## src/rtl/bus_pkg.sv

```systemverilog
// Shared definitions for the bus arbiter: state encoding and default sizing.
// Latency: n/a (package only).
// Backpressure: n/a (package only).
package bus_pkg;

    // Default number of requesters and default maximum grant tenure in cycles.
    localparam int BUS_N_DEF          = 4;
    localparam int BUS_MAX_TENURE_DEF = 16;

    // Arbiter FSM states. ST_TURN is the single bus-release cycle between grants.
    typedef enum logic [1:0] {
        ST_IDLE  = 2'd0,
        ST_GRANT = 2'd1,
        ST_TURN  = 2'd2
    } bus_state_e;

endpackage

```

## src/rtl/rr_pick.sv

```systemverilog
// Round-robin winner search: first set req bit scanning upward from last+1, wrapping.
// Latency: purely combinational, zero cycles.
// Backpressure: none; vld is low when no request is pending.
//
// Ports:
//   req  - per-requester request vector
//   last - index of the most recent grant (lowest priority in this search)
//   vld  - at least one request is set
//   id   - index of the winning requester, meaningful while vld=1
module rr_pick
    import bus_pkg::*;
#(
    parameter int N = BUS_N_DEF
) (
    input  logic [N-1:0]         req,
    input  logic [$clog2(N)-1:0] last,
    output logic                 vld,
    output logic [$clog2(N)-1:0] id
);

    localparam int IW = $clog2(N);

    int          cand;
    logic [IW-1:0] cand_w;

    always_comb begin
        vld    = 1'b0;
        id     = '0;
        cand   = 0;
        cand_w = '0;
        // Offset k=N wraps back to last itself, so a lone requester that was
        // just served can still win.
        for (int k = 1; k <= N; k++) begin
            cand = int'(last) + k;
            if (cand >= N) begin
                cand = cand - N;
            end
            cand_w = IW'(cand);
            if (!vld && req[cand_w]) begin
                vld = 1'b1;
                id  = cand_w;
            end
        end
    end

endmodule

```

## src/rtl/bus_arbiter.sv

```systemverilog
// Round-robin bus arbiter with bounded tenure and a one-cycle turnaround between grants.
// Latency: req sampled at edge k gives gnt after edge k; one gnt=0 cycle between grants.
// Backpressure: requesters hold req until granted; a grant ends on req drop or MAX_TENURE.
//
// Ports:
//   clk    - clock, all state on rising edge
//   rst_n  - asynchronous active-low reset
//   req    - level-sensitive request per requester
//   gnt    - registered one-hot grant, drives each requester's buffer enable
//   gnt_id - binary index of the granted requester, valid while busy=1
//   busy   - high exactly when gnt is nonzero
module bus_arbiter
    import bus_pkg::*;
#(
    parameter int N          = BUS_N_DEF,
    parameter int MAX_TENURE = BUS_MAX_TENURE_DEF
) (
    input  logic                 clk,
    input  logic                 rst_n,
    input  logic [N-1:0]         req,
    output logic [N-1:0]         gnt,
    output logic [$clog2(N)-1:0] gnt_id,
    output logic                 busy
);

    localparam int IW = $clog2(N);
    localparam int TW = $clog2(MAX_TENURE + 1);

    bus_state_e    state_q;
    logic [N-1:0]  gnt_q;
    logic [IW-1:0] gnt_id_q;
    logic [IW-1:0] last_q;
    logic [TW-1:0] tenure_q;

    logic          pick_vld;
    logic [IW-1:0] pick_id;

    rr_pick #(
        .N (N)
    ) u_pick (
        .req  (req),
        .last (last_q),
        .vld  (pick_vld),
        .id   (pick_id)
    );

    // gnt is a register so the buffer enables never glitch.
    always_ff @(posedge clk or negedge rst_n) begin
        if (!rst_n) begin
            state_q  <= ST_IDLE;
            gnt_q    <= '0;
            gnt_id_q <= '0;
            last_q   <= IW'(N - 1);
            tenure_q <= '0;
        end else begin
            case (state_q)
                // IDLE and TURN arbitrate identically; TURN only differs in
                // being entered from a grant.
                ST_IDLE, ST_TURN: begin
                    if (pick_vld) begin
                        state_q  <= ST_GRANT;
                        gnt_q    <= {{(N-1){1'b0}}, 1'b1} << pick_id;
                        gnt_id_q <= pick_id;
                        last_q   <= pick_id;
                        tenure_q <= TW'(1);
                    end else begin
                        state_q  <= ST_IDLE;
                        gnt_q    <= '0;
                        tenure_q <= '0;
                    end
                end
                ST_GRANT: begin
                    // Other req bits are ignored here; only the owner's req
                    // and the tenure limit can end the grant.
                    if (!req[gnt_id_q] || (tenure_q == TW'(MAX_TENURE))) begin
                        state_q  <= ST_TURN;
                        gnt_q    <= '0;
                        tenure_q <= '0;
                    end else begin
                        tenure_q <= tenure_q + TW'(1);
                    end
                end
                default: begin
                    state_q  <= ST_IDLE;
                    gnt_q    <= '0;
                    tenure_q <= '0;
                end
            endcase
        end
    end

    assign gnt    = gnt_q;
    assign gnt_id = gnt_id_q;
    assign busy   = |gnt_q;

endmodule
```

## config.mk

```make
export PLATFORM = sky130hd
export DESIGN_NAME = bus_arbiter
export DESIGN_NICKNAME = d
export VERILOG_FILES = /design/src/rtl/bus_pkg.sv /design/src/rtl/rr_pick.sv /design/src/rtl/bus_arbiter.sv
export SDC_FILE = /design/constraint.sdc
export NUM_CORES = 1
export LEC_CHECK = 0
export ABC_AREA = 1
export BUFFER_PORTS_ARGS = -buffer_cell sky130_fd_sc_hd__buf_2
export CORE_MARGIN = 2
export CORE_UTILIZATION = 45
export CTS_CLUSTER_DIAMETER = 80
export DETAILED_ROUTE_END_ITERATION = 10
export PLACE_DENSITY_LB_ADDON = 0.1
export RECOVER_POWER = 50
export REMOVE_ABC_BUFFERS = 1
export SYNTH_ARGS = -nofsm -noshare
export SYNTH_HDL_FRONTEND = slang
export SYNTH_SLANG_ARGS = --single-unit
export TNS_END_PERCENT = 5
```

## constraint.sdc

```tcl
create_clock -name clk -period 2.08 [get_ports clk]
set_input_delay 0 -clock clk [delete_from_list [all_inputs] [get_ports clk]]
set_output_delay 0 -clock clk [all_outputs]
set_load 0.05 [all_outputs]
```

==> metrics.cfg <==
[run_status]
status = completed

[logic_synthesis]
syn_area_um2 = 1012
synthCells = 136
synth_cell_types = 25
synth.area.top_cells = dfrtp_1, nand2_1, nand3_1
synth-seq-cells = 15
yosys.area.top_type = dfrtp_1
synth_top_area_share_pct = 32.14
avgSynthCellArea_um2 = 7.443
ys_seq_area_share_pct = 37.33
yosys_warnings = 0

[timing]
rsz0062_at_grt = no
min_period_ps = 1775
setup_viol = 0
fin_skew_ps = 4.543
setup_tns_ps = 0
fin_hold_ws_ps = 299.5
fin_crit_sh_pct = 85.35
fmax_mhz = 563.3
fin_ws_ps = 304.7
slew_violations = 0
finalHoldViolations = 0
slew-limit-headroom_pct = 48.73
tightestPinTransition_ps = 769.1

[global_routing]
antenna_found_initial = 0
grt_util_all_layers_pct = 18.04
grt_overflow_total = 0
grt_max_degree = 16
grt_pass1_vias = 823
grt_pass1_wl_um = 3588

[clock_network]
clk_pin_slew_ps = 80
clockRootBuffer = clkbuf_4
clockBufferDepth = 2
numCtsBuffers = 3
clk_latency_ps = 280
htreeDepth = 1
cts_tree = done
cts_hold_buf = 1
cts-resized-gates = 0
post_cts_buffers = 0
clock-sinks = 15

[final_layout]
layout_common_cells = nand2_1, nand3_1, inv_1, dfrtp_1
seq_area_um2 = 377.9
fill_cells = 224
layout-drive-gt1-share_pct = 18.54
finish.instance_area_um2 = 1112
multi_input_area_um2 = 539.3
mostFrequentLayoutCell = nand2_1
nets = 160
area_growth_pct = 9.889
fin_cells = 179
num_antenna_cells = 0

[worst_setup_path]
crit_type = reg2reg
crit_required_ps = 2250
cp-end-kind = flip-flop
cp_max_fo = 13
critPathArrivalTime_ps = 1940
startpoint_type = flip-flop

[place]
io_buffers = 12
globalplace.congestion = 0.9121
dpl_cell_area_um2 = 1081
place_ws_ps = 327.2
dp_cells = 174
hpwl_um = 1583

[power]
irDropWorstVdd_v = 0.0007905
power.density_nw_per_um2 = 1763
leakage_nw = 0.6083

[routing]
vias = 899
ant_nets = 0
drt-initial-drc-count = 22
via_per_inst = 5.022
wl_um = 1998
wire_per_inst_um = 11.16
drc_errors = 0
dr.pass1.iters = 4

[worst_hold_path]
hp-class = in2async

[floorplan]
die_w_um = 51.43
core_region_area_um2 = 2170
dieHeight_um = 51.43
die-area_um2 = 2645
io_pins = 13
rows = 17
initial_utilization_pct = 46.66

[run]
cap_violations = 0

-- final cells by class --
| class | instances | share of cell area [%] |
|---|---|---|
| Timing Repair Buffer | 13 | 5.849 |
| Inverter | 17 | 6.187 |
| Sequential cell | 15 | 33.97 |
| Multi-Input combinational cell | 102 | 48.48 |
| Clock buffer | 4 | 2.362 |
| Tap cell | 28 | 3.150 |
-- cell usage after synthesis --
master    number
xor2_1         2
dfstp_2        2
buf_8          1
or4_1          1
nor2_1         8
nand2_4        5
nand3b_2       1
dfrtp_1       13
nand2_1       43
nand2_2        4
inv_1         14
a21boi_0       1
o21ai_1        4
nand4_1        3
o21ai_0        4
a21oi_1        3
inv_6          1
buf_6          1
nor3_1         1
nand3b_1       1
ha_1           2
nor2_8         1
nand3_1       17
nor2_2         1
inv_2          2
-- cells by family after synthesis --
kind of cell             after synthesis  share of synthesized area [%]
AND/OR/NAND/NOR                       86                          42.89
buffers and inverters                 19                          9.394
flip-flops                            15                          37.33
AO/OA/AOI/OAI                         12                          6.180
XOR/XNOR                               2                          1.731
adder cells (fa/ha/maj)                2                          2.472
-- state kept, by name, summed over array words and instances (netlist names) --
signal and cells:
last_q 2, gnt 4, gnt_id 2, state_q 2, tenure_q 5
-- report_power, final --
part	total [mW]	switching [mW]	leakage, nW	internal (mW)
Combinational	1.29	0.908	0.402	0.385
Clock	0.157	0.0831	0.0150	0.0743
Sequential	0.511	0.0997	0.191	0.411
Total	1.96	1.09	0.608	0.871
-- critical path: stages, from the launching register on --
cell	delay, ps
dfstp_2	650
inv_6	90
nand2_1	100
nand2_1	110
nand2_4	100
nand2_4	80
nor2_8	130
nand3b_2	100
nand2_2	90
inv_2	70
nand2_1	80
o21ai_1	60
-- path summary, 6_finish.rpt --
check                              end  depth (start not counted)        from  slack, ps
setup / recovery             gnt_id[0]                         11   last_q[0]        300
setup reg to reg             gnt_id[0]                         11   last_q[0]        300
min in group clk             last_q[1]                          7      req[2]        300
hold reg to reg             state_q[1]                          1  state_q[1]        440
max in group asynchronous       gnt[0]                          2       rst_n       1290
hold / removal             tenure_q[1]                          2       rst_n        300
-- routing by layer --
metal | global-route usage [%] | up-vias | wire length (µm)
met4 | 6.579 | 0 | 21
met3 | 2.632 | 4 | 51
met1 | 24.95 | 417 | 981
li1 | - | 465 | -
met5 | 0 | - | 0
met2 | 28.63 | 13 | 944
-- per-stage QoR --
stage          utilization [%]  power [mW]
3_3_place_gp             49.83       1.792
2_1_floorplan                -       1.552
5_1_grt                  51.27       2.176
3_5_place_dp             49.83       1.812
6_report                 51.27       1.962
4_1_cts                  51.50       1.981
No activity file was read; power rests on OpenSTA's default activity.
